<file path="src/rtl/mem_arbiter_pkg.sv">
// Shared definitions for the two-requester memory arbiter: store-size codes and FSM states.
package mem_arbiter_pkg;

  localparam logic [1:0] MEM_READ = 2'b00;
  localparam logic [1:0] MEM_BYTE = 2'b01;
  localparam logic [1:0] MEM_HALF = 2'b10;
  localparam logic [1:0] MEM_WORD = 2'b11;

  typedef enum logic [1:0] {
    IDLE   = 2'b00,
    ACCESS = 2'b01,
    RESP   = 2'b10
  } arb_state_t;

endpackage

</file>
<file path="src/rtl/mem_arbiter_rr2.sv">
// Two-way round-robin picker: one-hot pick from req, priority flips to the other requester on update.
module arb_rr2 (
  input  logic       clk,
  input  logic       reset,
  input  logic [1:0] req,
  input  logic       update,
  output logic [1:0] pick
);

  logic favour_loader;

  // NOTE: every always_comb output gets a default first so no path leaves it unassigned (no latch).
  always_comb begin
    pick = req;
    if (req == 2'b11) begin
      pick = favour_loader ? 2'b10 : 2'b01;
    end
  end

  // NOTE: state registers use non-blocking assignments so all flops update together at the edge.
  always_ff @(posedge clk or posedge reset) begin
    if (reset) begin
      favour_loader <= 1'b0;
    end else if (update) begin
      favour_loader <= pick[0];
    end
  end

endmodule

</file>
<file path="src/rtl/mem_arbiter.sv">
// Arbitrates a CPU (bit 0) and a loader/debug port (bit 1) onto one memory port.
// Optional ack-wait timer is built only when MEM_ARB_TIMEOUT_EN is defined.
module mem_arbiter
  import mem_arbiter_pkg::*;
#(
  parameter int TIMEOUT = 15
) (
  input  logic        clk,
  input  logic        reset,
  input  logic [1:0]  req,
  input  logic [1:0]  size0,
  input  logic [1:0]  size1,
  input  logic [31:0] addr0,
  input  logic [31:0] addr1,
  input  logic [31:0] wdata0,
  input  logic [31:0] wdata1,
  output logic [1:0]  gnt,
  output logic [1:0]  done,
  output logic [31:0] rdata,
  output logic        err,
  output logic        mem_en,
  output logic [1:0]  mem_we,
  output logic [31:0] mem_addr,
  output logic [31:0] mem_wdata,
  input  logic [31:0] mem_rdata,
  input  logic        mem_ack
);

  arb_state_t  state, state_next;
  logic [1:0]  pick;
  logic [1:0]  win;
  logic [1:0]  size_q;
  logic [31:0] addr_q;
  logic [31:0] wdata_q;
  logic [31:0] rdata_q;
  logic        start;
  logic        expire;

  assign start = (state == IDLE) && (req != 2'b00);

  // The timer is 8 bits wide, so only 1..255 is a meaningful limit.
  if (TIMEOUT < 1 || TIMEOUT > 255) begin : g_timeout_out_of_range
  end

  arb_rr2 u_rr (
    .clk    (clk),
    .reset  (reset),
    .req    (req),
    .update (start),
    .pick   (pick)
  );

`ifdef MEM_ARB_TIMEOUT_EN
  logic [7:0] timer;
  logic       err_q;

  // A same-cycle ack wins over the limit, hence the !mem_ack term.
  assign expire = (state == ACCESS) && !mem_ack && (timer == 8'(TIMEOUT - 1));

  always_ff @(posedge clk or posedge reset) begin
    if (reset) begin
      timer <= 8'd0;
      err_q <= 1'b0;
    end else begin
      if (start) begin
        timer <= 8'd0;
      end else if (state == ACCESS && !mem_ack) begin
        timer <= timer + 8'd1;
      end
      if (state == ACCESS && (mem_ack || expire)) begin
        err_q <= !mem_ack;
      end
    end
  end

  assign err = (state == RESP) && err_q;
`else
  assign expire = 1'b0;
  assign err    = 1'b0;
`endif

  always_ff @(posedge clk or posedge reset) begin
    if (reset) begin
      state <= IDLE;
    end else begin
      state <= state_next;
    end
  end

  always_comb begin
    state_next = state;
    case (state)
      IDLE:    if (start) state_next = ACCESS;
      ACCESS:  if (mem_ack || expire) state_next = RESP;
      RESP:    state_next = IDLE;
      default: state_next = IDLE;
    endcase
  end

  always_ff @(posedge clk or posedge reset) begin
    if (reset) begin
      win     <= 2'b00;
      size_q  <= MEM_READ;
      addr_q  <= 32'd0;
      wdata_q <= 32'd0;
      rdata_q <= 32'd0;
    end else begin
      if (start) begin
        win     <= pick;
        size_q  <= pick[1] ? size1 : size0;
        addr_q  <= pick[1] ? addr1 : addr0;
        wdata_q <= pick[1] ? wdata1 : wdata0;
      end
      if (state == ACCESS) begin
        if (mem_ack) begin
          rdata_q <= mem_rdata;
        end else if (expire) begin
          rdata_q <= 32'd0;
        end
      end
    end
  end

  // Command outputs decode from state, so an async reset drops mem_en in the same cycle.
  assign gnt       = (state != IDLE) ? win : 2'b00;
  assign done      = (state == RESP) ? win : 2'b00;
  assign mem_en    = (state == ACCESS);
  assign mem_we    = (state == ACCESS) ? size_q : MEM_READ;
  assign mem_addr  = addr_q;
  assign mem_wdata = wdata_q;
  assign rdata     = rdata_q;

endmodule
</file>
<file path="config.mk">
export PLATFORM = sky130hd
export DESIGN_NAME = mem_arbiter
export DESIGN_NICKNAME = d
export VERILOG_FILES = /design/src/rtl/mem_arbiter_pkg.sv /design/src/rtl/mem_arbiter_rr2.sv /design/src/rtl/mem_arbiter.sv
export SDC_FILE = /design/constraint.sdc
export NUM_CORES = 1
export LEC_CHECK = 0
export BUFFER_PORTS_ARGS = -buffer_cell sky130_fd_sc_hd__buf_2
export CAP_MARGIN = 20
export CORE_MARGIN = 2
export CORE_UTILIZATION = 42
export DETAILED_ROUTE_END_ITERATION = 6
export PLACE_DENSITY = 0.77
export SYNTH_ARGS = -nofsm -noshare
export SYNTH_HDL_FRONTEND = slang
export SYNTH_HIERARCHICAL = 1
export SYNTH_SLANG_ARGS = --single-unit
export TNS_END_PERCENT = 20
</file>
<file path="constraint.sdc">
create_clock -name clk -period 4.69 [get_ports clk]
set_clock_uncertainty 0.05 [all_clocks]
set_input_delay 0.938 -clock clk [delete_from_list [all_inputs] [get_ports clk]]
set_output_delay 0.938 -clock clk [all_outputs]
set_load 0.02 [all_outputs]
</file>
==> results of run 1 <==
==> power by group <==
group          total, mW  switching, mW  internal (mW)
combinational       2.13           1.18          0.949
clock              0.766          0.308          0.458
sequential          1.58          0.231           1.35
==> metal layers <==
layer | GRT usage | up-vias
li1 | - | 1625
met1 | 0.205 | 1725
met2 | 0.333 | 169
met3 | 0.0533 | 16
met4 | 0.0667 | 0
met5 | 0 | -
==> worst reg2reg max path: stages (launching register included) <==
cell and delay (ns):
dfrtp_1 0.40, nor2_1 0.25, o21a_4 0.80, buf_4 0.41, mux2_1 0.34
==> synthesized netlist by cell type (all sizes together) <==
cell	n
mux2	167
dfrtp	103
buf	19
inv	5
a21boi	2
and2	2
and3b	2
nor2b	2
a21o	1
and2b	1
conb	1
nand2	1
nor2	1
o21a	1
==> through the flow <==
step | cell area (um2) | setup WS (ns)
finish | 6620 | 2.12
global route | 6620 | 2.03
CTS | 6590 | 2.14
detailed placement | 6280 | 1.80
global placement | 6280 | 1.84
floorplan | 4870 | 1.03
==> kinds of logic after synthesis <==
group / count (synthesis) / share of synthesized area
mux: 167 / 0.408
flops: 103 / 0.529
buf+inv: 24 / 0.0424
simple gates: 9 / 0.0126
compound gates: 4 / 0.00694
other cells: 1 / 0.000770
==> cell type report <==
class                      instances  area (um2)  area share
tap                              143         179      0.0270
sequential                       103        2580       0.389
timing repair buffer             275        1420       0.214
antenna                            1        2.50    0.000378
clock buffer                      14         274      0.0414
multi-input combinational        181        2110       0.318
clock inverter                     2        37.5     0.00567
inverter                           5        21.3     0.00321
==> flip-flops by register name, summed over array words and instances (netlist names) <==
signal,cells
mem_addr,32
mem_wdata,32
rdata,32
size_q,2
state,2
u_rr/favour_loader,1
win,2
==> how the worst min path moves through the flow <==
stage	end	slack, ns	cells past startpoint
after floorplan	size_q[0]$_DFFE_PP0P_	0.40	1
after global placement	size_q[0]$_DFFE_PP0P_	0.41	1
after detailed placement	mem_addr[7]$_DFFE_PP0P_	0.42	1
after CTS	u_rr/favour_loader$_DFFE_PP0P_	0.41	2
after global routing	u_rr/favour_loader$_DFFE_PP0P_	0.41	2
final	u_rr/favour_loader$_DFFE_PP0P_	0.42	2
==> flow_summary_export.csv, run 1 <==
group,metric,value,unit
run_status,outcome,"complete, no violations",
global_routing,grt_max_degree,83,
placement,dpl.cell_count,706,
sta,fmax,390,MHz
layout,layout_commonest_cell,"buf_2",
layout,instances_no_fill,724,
clocking,postCtsHoldBufs,0,
drt,routed.top_layer,"met4",
setup_path,max_stage_delay,0.62,ns
layout,final_cell_mix,"buf_2, dfrtp_1, mux2_1",
drt,route.met2.wl,5.94,mm
yosys,synthTopCellsByArea,"dfrtp_1, mux2_1, mux2_2",
sta,finalCritPeriodShare,0.547,
drt,drt_pass1_iterations,4,
setup_path,reg2reg_depth,4,
sta,layout_min_cycle_time,2.57,ns
power_and_ir_drop,peakVddDrop,373,uV
setup_path,crit_slowest_cell,"a21boi_4",
clocking,postCtsSetupBuffers,0,
sta,setup_tns,0,ns
floorplan,rows,39,
yosys,yosysSeqAreaShare,0.529,
power_and_ir_drop,leakage,3.33,nW
setup_path,path_cells,"buf_2 -> a21boi_4 -> buf_12 -> mux2_2 -> mux2_1",
setup_path,cp-startpoint,"req[1]",
run,drv_cap,0,
power_and_ir_drop,power_density,676,nW/um2
drt,wl_met3,990,um
global_routing,grt_use_total,0.184,
clocking,cts_tree,"yes",
yosys,syn-instance-count,308,
yosys,synth_warnings,6,
placement,gp_congestion,0.768,
drt,drcViolationCount,0,
floorplan,ioPinCount,273,
sta,rsz0062_at_grt,"false",
clocking,clk_pin_slew,0.06,ns
drt,drt_iter0_drc,71,
clocking,ctsResizeCount,0,
floorplan,initial_core_util,0.429,
drt,vias,3535,
layout,layout.nets,744,
setup_path,worstPathBufferInverterCount,2,
floorplan,die_h,112,um
sta,worst_pin_slew,0.993,ns
setup_path,endpoint_kind,"flip-flop",
floorplan,die_area,12500,um2
yosys,netlist.area_leader.share,0.529,
yosys,netlist-cell-type-count,19,
yosys,synth_top_area_cell,"dfrtp_1",
floorplan,chipWidth,112,um
clocking,cts_buffer_depth,2,
clocking,root_buffer,"clkbuf_16",
layout,syn_to_final_growth,35.8,%
drt,antenna_left,0,
placement,io_buffers,271,
sta,setup_violations,0,
floorplan,core-area,11400,um2
global_routing,antenna_found_initial,1,
clocking,clock-sinks,103,
setup_path,reg2reg_slack,2.31,ns
global_routing,grt_pass1_wl,18.6,mm
setup_path,worstSetupPathType,"input pin to flip-flop",
setup_path,path_depth,5,
global_routing,grt_pass1_vias,3928,
setup_path,crit_end,"mem_addr[10]$_DFFE_PP0P_",
drt,wl_per_cell,15.9,um
sta,holdWs,0.419,ns
setup_path,r2r_end,"size_q[1]$_DFFE_PP0P_",
yosys,netlist_area,4870,um2
sta,slew_headroom,0.338,
setup_path,critPathTopFamily,"multiplexers",
layout,n_fill_cell,914,
drt,drt_wl_total,11.5,mm
setup_path,cp_data_required_time,4.85,ns
placement,post-dp-hpwl,8.61,mm
layout,final_util,0.582,
drt,vias_per_cell,4.88,
setup_path,r2r_start,"state[1]$_DFFE_PP0P_",
yosys,synth.avg_cell_area,15.8,um2
power_and_ir_drop,power.total,4.47,mW
hold_path,hold_path_class,"input pin to asynchronous set/reset pin",
global_routing,overflow,0,
yosys,syn_nets,477,
setup_path,crit_fanout,47,
setup_path,critPathLaunchType,"input pin",
clocking,numCtsBuffers,9,
layout,drive_gt1_frac,0.659,
sta,final_max_slew_viol_count,0,
clocking,clock_latency,0.33,ns
drt,m1WireLength,4.32,mm
clocking,htreeDepth,3,
sta,hold_viol_final,0,
setup_path,crit_arrival,2.73,ns
yosys,ys_ff_latch,103,
Power figures use the tool's default switching activity.
==> run 2, diff against run 1 <==
--- a/config.mk
+++ b/config.mk
@@ -8,9 +8,9 @@
 export BUFFER_PORTS_ARGS = -buffer_cell sky130_fd_sc_hd__buf_2
 export CAP_MARGIN = 20
 export CORE_MARGIN = 2
-export CORE_UTILIZATION = 42
+export CORE_UTILIZATION = 40
 export DETAILED_ROUTE_END_ITERATION = 6
-export PLACE_DENSITY = 0.77
+export PLACE_DENSITY = 0.76
 export SYNTH_ARGS = -nofsm -noshare
 export SYNTH_HDL_FRONTEND = slang
 export SYNTH_HIERARCHICAL = 1
==> constraint.sdc (replaced) <==
create_clock -name clk -period 2.23 [get_ports clk]
set_clock_uncertainty 0.05 [all_clocks]
set_input_delay 0.446 -clock clk [delete_from_list [all_inputs] [get_ports clk]]
set_output_delay 0.446 -clock clk [all_outputs]
set_load 0.02 [all_outputs]
==> run 2 against run 1 <==
First-iteration DRC count increased by 9.9%. Sequential power increased by 110%. Count of clock-buffer cells in the layout decreased by 5. Die area increased by 4.8%. Design area increased by 0.70%. Core utilization decreased by 2.5 points. Hold slack got worse by 0.16 ns. Largest power group unchanged.
==> flow_summary_export.csv, run 2 (synthesized netlist as in run 1, its figures left out) <==
group,metric,value,unit
run_status,outcome,"complete, no violations",
global_routing,antenna_found_initial,0,
layout,layout_commonest_cell,"buf_2",
layout,instances_no_fill,728,
layout,final_cell_mix,"buf_2, dfrtp_1, mux2_1",
drt,drt_pass1_iterations,4,
placement,gp_congestion,0.731,
drt,wl_per_cell,15.3,um
sta,layout_setup_ws,0.421,ns
clocking,cts_tree,"yes",
placement,dpl.cell_count,712,
floorplan,initial_core_util,0.407,
sta,fmax,553,MHz
setup_path,critPathLaunchType,"flip-flop",
layout,drive_gt1_frac,0.661,
floorplan,die_area,13100,um2
drt,vias_per_cell,4.78,
clocking,clock_latency,0.35,ns
floorplan,core-area,12000,um2
layout,diodes,0,
global_routing,grt_use_total,0.170,
clocking,htreeDepth,3,
setup_path,path_cells,"nor2_1 -> o21a_4 -> buf_12 -> mux2_2",
setup_path,critPathTopFamily,"flip-flops",
setup_path,worstPathBufferInverterCount,1,
clocking,numCtsBuffers,9,
global_routing,grt_max_degree,103,
setup_path,crit_fanout,70,
setup_path,reg2reg_slack,0.42,ns
power_and_ir_drop,leakage,3.34,nW
sta,setup_violations,0,
placement,io_buffers,271,
drt,vias,3477,
drt,drcViolationCount,0,
power_and_ir_drop,peakVddDrop,830,uV
clocking,root_buffer,"clkbuf_16",
power_and_ir_drop,power_density,1420,nW/um2
floorplan,chipWidth,114,um
hold_path,hold_path_class,"input pin to flip-flop",
setup_path,cp_data_required_time,2.40,ns
sta,rsz0062_at_grt,"false",
global_routing,overflow,0,
floorplan,rows,40,
clocking,clock-sinks,103,
floorplan,ioPinCount,273,
drt,drt_iter0_drc,78,
clocking,clk_pin_slew,0.07,ns
sta,final_max_slew_viol_count,0,
placement,post-dp-hpwl,8.45,mm
sta,hold_viol_final,0,
layout,syn_to_final_growth,36.8,%
placement,place_ws,0.290,ns
clocking,ctsResizeCount,0,
clocking,cts_buffer_depth,2,
sta,layout_min_cycle_time,1.81,ns
setup_path,endpoint_kind,"flip-flop",
setup_path,max_stage_delay,0.40,ns
run,drv_cap,0,
setup_path,crit_arrival,1.98,ns
sta,worst_pin_slew,0.547,ns
global_routing,grt_pass1_wl,17.2,mm
floorplan,die_h,114,um
global_routing,grt_pass1_vias,3520,
drt,drt_wl_total,11.2,mm
clocking,postCtsHoldBufs,1,
sta,slew_headroom,0.635,
drt,antenna_left,0,
sta,holdWs,0.255,ns
clocking,postCtsSetupBuffers,0,
setup_path,worstSetupPathType,"flip-flop to flip-flop",
layout,layout.nets,746,
sta,setup_tns,0,ns
sta,finalCritPeriodShare,0.811,
setup_path,crit_slowest_cell,"dfrtp_1",
-- run 2: cell type report --
| class | instances | area [um2] |
|---|---|---|
| clock inverters | 6 | 93.8 |
| clock buffers | 9 | 225 |
| inverters | 5 | 22.5 |
| fillers | 995 | 5300 |
| multi-input cells | 181 | 2110 |
| well taps | 147 | 184 |
| flip-flops and latches | 103 | 2580 |
| repair buffers | 277 | 1450 |
-- run 2: final timing paths --
kind                                          from                        endpoint  cells after the start
min reg2reg                mem_addr[1]$_DFFE_PP0P_         mem_addr[1]$_DFFE_PP0P_                      1
max                           state[1]$_DFFE_PP0P_       mem_wdata[28]$_DFFE_PP0P_                      4
min                                  mem_rdata[20]           rdata[20]$_DFFE_PP0P_                      2
min in group asynchronous                    reset  u_rr/favour_loader$_DFFE_PP0P_                      3
max reg2reg                   state[1]$_DFFE_PP0P_       mem_wdata[28]$_DFFE_PP0P_                      4
max in group asynchronous                    reset         mem_addr[4]$_DFFE_PP0P_                      4
-- run 2: report_power, final --
group / switching [mW] / internal (mW)
logic: 2.45 / 2.02
registers: 0.506 / 2.83
clock network: 0.693 / 0.987
total: 3.65 / 5.84
-- run 2: metrics by stage --
stage	utilization	power, mW	instance area (um2)
floorplan	-	6.45	4880
global placement	0.530	7.74	6330
detailed placement	0.530	7.89	6330
CTS	0.557	9.62	6660
global route	0.557	10.0	6660
finish	0.557	9.49	6660
-- run 2: layer usage --
layer,wire length (um),share of wire,vias to the layer above,GRT usage
met1,4190,0.37,1686,0.182
met5,0,0,-,0
met3,890,0.080,13,0.0572
met2,5920,0.53,146,0.308
met4,170,0.015,0,0.0683
li1,-,-,1632,-
==> run 3, diff against run 2 <==
==> constraint.sdc (replaced) <==
create_clock -name clk -period 1.49 [get_ports clk]
set_clock_uncertainty 0.05 [all_clocks]
set_input_delay 0.298 -clock clk [delete_from_list [all_inputs] [get_ports clk]]
set_output_delay 0.298 -clock clk [all_outputs]
set_load 0.02 [all_outputs]
==> run 3 against run 2 <==
The run now ends with negative setup slack left. Core utilization rose by 4.9 points. Critical endpoint is now mem_we[0]. Critical path type is now flip-flop to output pin. Die area did not move. Final cell count rose by 3.4%. Via count rose by 5.6%. Hold slack got worse by 0.15 ns. Global-route usage rose by 1.7 points. Flip-flop and latch count did not move. Design area rose by 8.8%.
==> flow_summary_export.csv, run 3 (synthesized netlist as in run 1, its figures left out) <==
group,metric,value,unit
clocking,numCtsBuffers,9,
global_routing,grt_pass1_wl,18.9,mm
placement,post-dp-hpwl,9.11,mm
layout,layout_commonest_cell,"buf_2",
power_and_ir_drop,power_density,2130,nW/um2
hold_path,hold_path_class,"input pin to flip-flop",
layout,syn_to_final_growth,48.8,%
global_routing,overflow,0,
placement,io_buffers,271,
drt,drt_pass1_iterations,4,
global_routing,grt_max_degree,48,
placement,place_ws,-0.304,ns
layout,multi_input_area,2360,um2
clocking,cts_buffer_depth,2,
setup_path,crit_arrival,1.41,ns
sta,fmax,568,MHz
floorplan,die_h,114,um
clocking,clock_latency,0.34,ns
sta,layout_min_cycle_time,1.76,ns
setup_path,cp_data_required_time,1.14,ns
global_routing,antenna_found_initial,0,
layout,drive_gt1_frac,0.736,
clocking,cts_tree,"yes",
power_and_ir_drop,peakVddDrop,1110,uV
power_and_ir_drop,leakage,3.77,nW
layout,n_fill_cell,918,
drt,vias,3673,
clocking,htreeDepth,3,
floorplan,rows,40,
sta,hold_viol_final,0,
drt,wl_per_cell,17.5,um
sta,layout_setup_ws,-0.272,ns
global_routing,grt_pass1_vias,3873,
floorplan,chipWidth,114,um
sta,rsz0062_at_grt,"true",
run,drv_cap,0,
run_status,violations,"negative setup slack",
clocking,clock-sinks,103,
floorplan,die_area,13100,um2
layout,diodes,0,
drt,antenna_left,0,
clocking,root_buffer,"clkbuf_16",
clocking,clk_pin_slew,0.07,ns
drt,vias_per_cell,4.88,
floorplan,ioPinCount,273,
setup_path,worstSetupPathType,"flip-flop to output pin",
setup_path,endpoint_kind,"output pin",
power_and_ir_drop,power.total,15.4,mW
sta,final_max_slew_viol_count,0,
setup_path,critPathLaunchType,"flip-flop",
layout,final_cell_mix,"buf_2, dfrtp_1, mux2_4",
setup_path,reg2reg_slack,-0.23,ns
layout,layout.nets,770,
drt,drcViolationCount,0,
drt,drt_iter0_drc,144,
run_status,outcome,"complete, but fails checks",
floorplan,initial_core_util,0.407,
sta,finalCritPeriodShare,1.18,
setup_path,crit_fanout,3,
sta,setup_violations,108,
layout,seq_area,2580,um2
drt,drt_wl_total,13.2,mm
floorplan,core-area,12000,um2
global_routing,grt_use_total,0.188,
placement,gp_congestion,0.740,
==> run 3: changes by cell type in the layout (fill, tap and decap cells not counted), sizes merged <==
cell	previous run	this run
clkinv	1	2
bufinv	2	0
clkbuf	9	14
clkinvlp	2	1
inv	6	8
buf	276	296
==> run 3: repair_timing <==
item	CTS	global route
hold endpoints to repair	17	0
setup buffers	5	2
hold buffers	1	0
cloned	1	5
pin swaps	2	1
endpoints found under the setup margin	108	108
resized for setup	13	72
==> run 3: critical path, cell delays in order (launching register included) <==
cell and delay [ns]:
dfrtp_1 0.40, buf_6 0.12, and2b_2 0.21, buf_6 0.10, and2_4 0.13, buf_6 0.11
==> run 3: cell type report <==
cell class / count / area share
Clock buffer: 10 / 0.0330
Sequential cell: 103 / 0.355
Multi-Input combinational cell: 181 / 0.326
Inverter: 5 / 0.00311
Clock inverter: 6 / 0.00707
Timing Repair Buffer: 301 / 0.250
Tap cell: 147 / 0.0254
==> run 3: worst paths after layout <==
path	from	end	cells past startpoint
max in group asynchronous	reset	mem_addr[14]$_DFFE_PP0P_	4
hold reg to reg	mem_addr[26]$_DFFE_PP0P_	mem_addr[26]$_DFFE_PP0P_	1
setup reg to reg	u_rr/favour_loader$_DFFE_PP0P_	mem_addr[6]$_DFFE_PP0P_	6
min in group asynchronous	reset	u_rr/favour_loader$_DFFE_PP0P_	3
setup / recovery	state[1]$_DFFE_PP0P_	mem_we[0]	5
hold / removal	mem_rdata[13]	rdata[13]$_DFFE_PP0P_	2
==> run 3: report_power, final <==
part           switching [mW]  internal [mW]
Clock                    1.11           1.21
Sequential              0.804           4.24
Combinational            4.02           4.05
==> run 3: through the flow <==
stage                     hold slack, ns  instances  cell area (um2)  utilization  TNS, ns
after global routing              0.0913        753             7250        0.606   -24.56
after CTS                         0.0925        746             6870        0.574   -21.65
after global placement             0.115        723             6450        0.540   -14.50
after floorplan                  -0.0233        308             4880            -   -14.71
final                              0.108        753             7250        0.606   -18.44
after detailed placement           0.122        723             6450        0.540   -17.07
==> run 3: metal layers <==
| layer | GRT usage | part of all wire | up-vias |
|---|---|---|---|
| li1 | - | - | 1670 |
| met1 | 0.220 | 0.41 | 1814 |
| met2 | 0.325 | 0.50 | 171 |
| met5 | 0 | 0 | - |
| met3 | 0.0519 | 0.071 | 18 |
| met4 | 0.0772 | 0.016 | 0 |
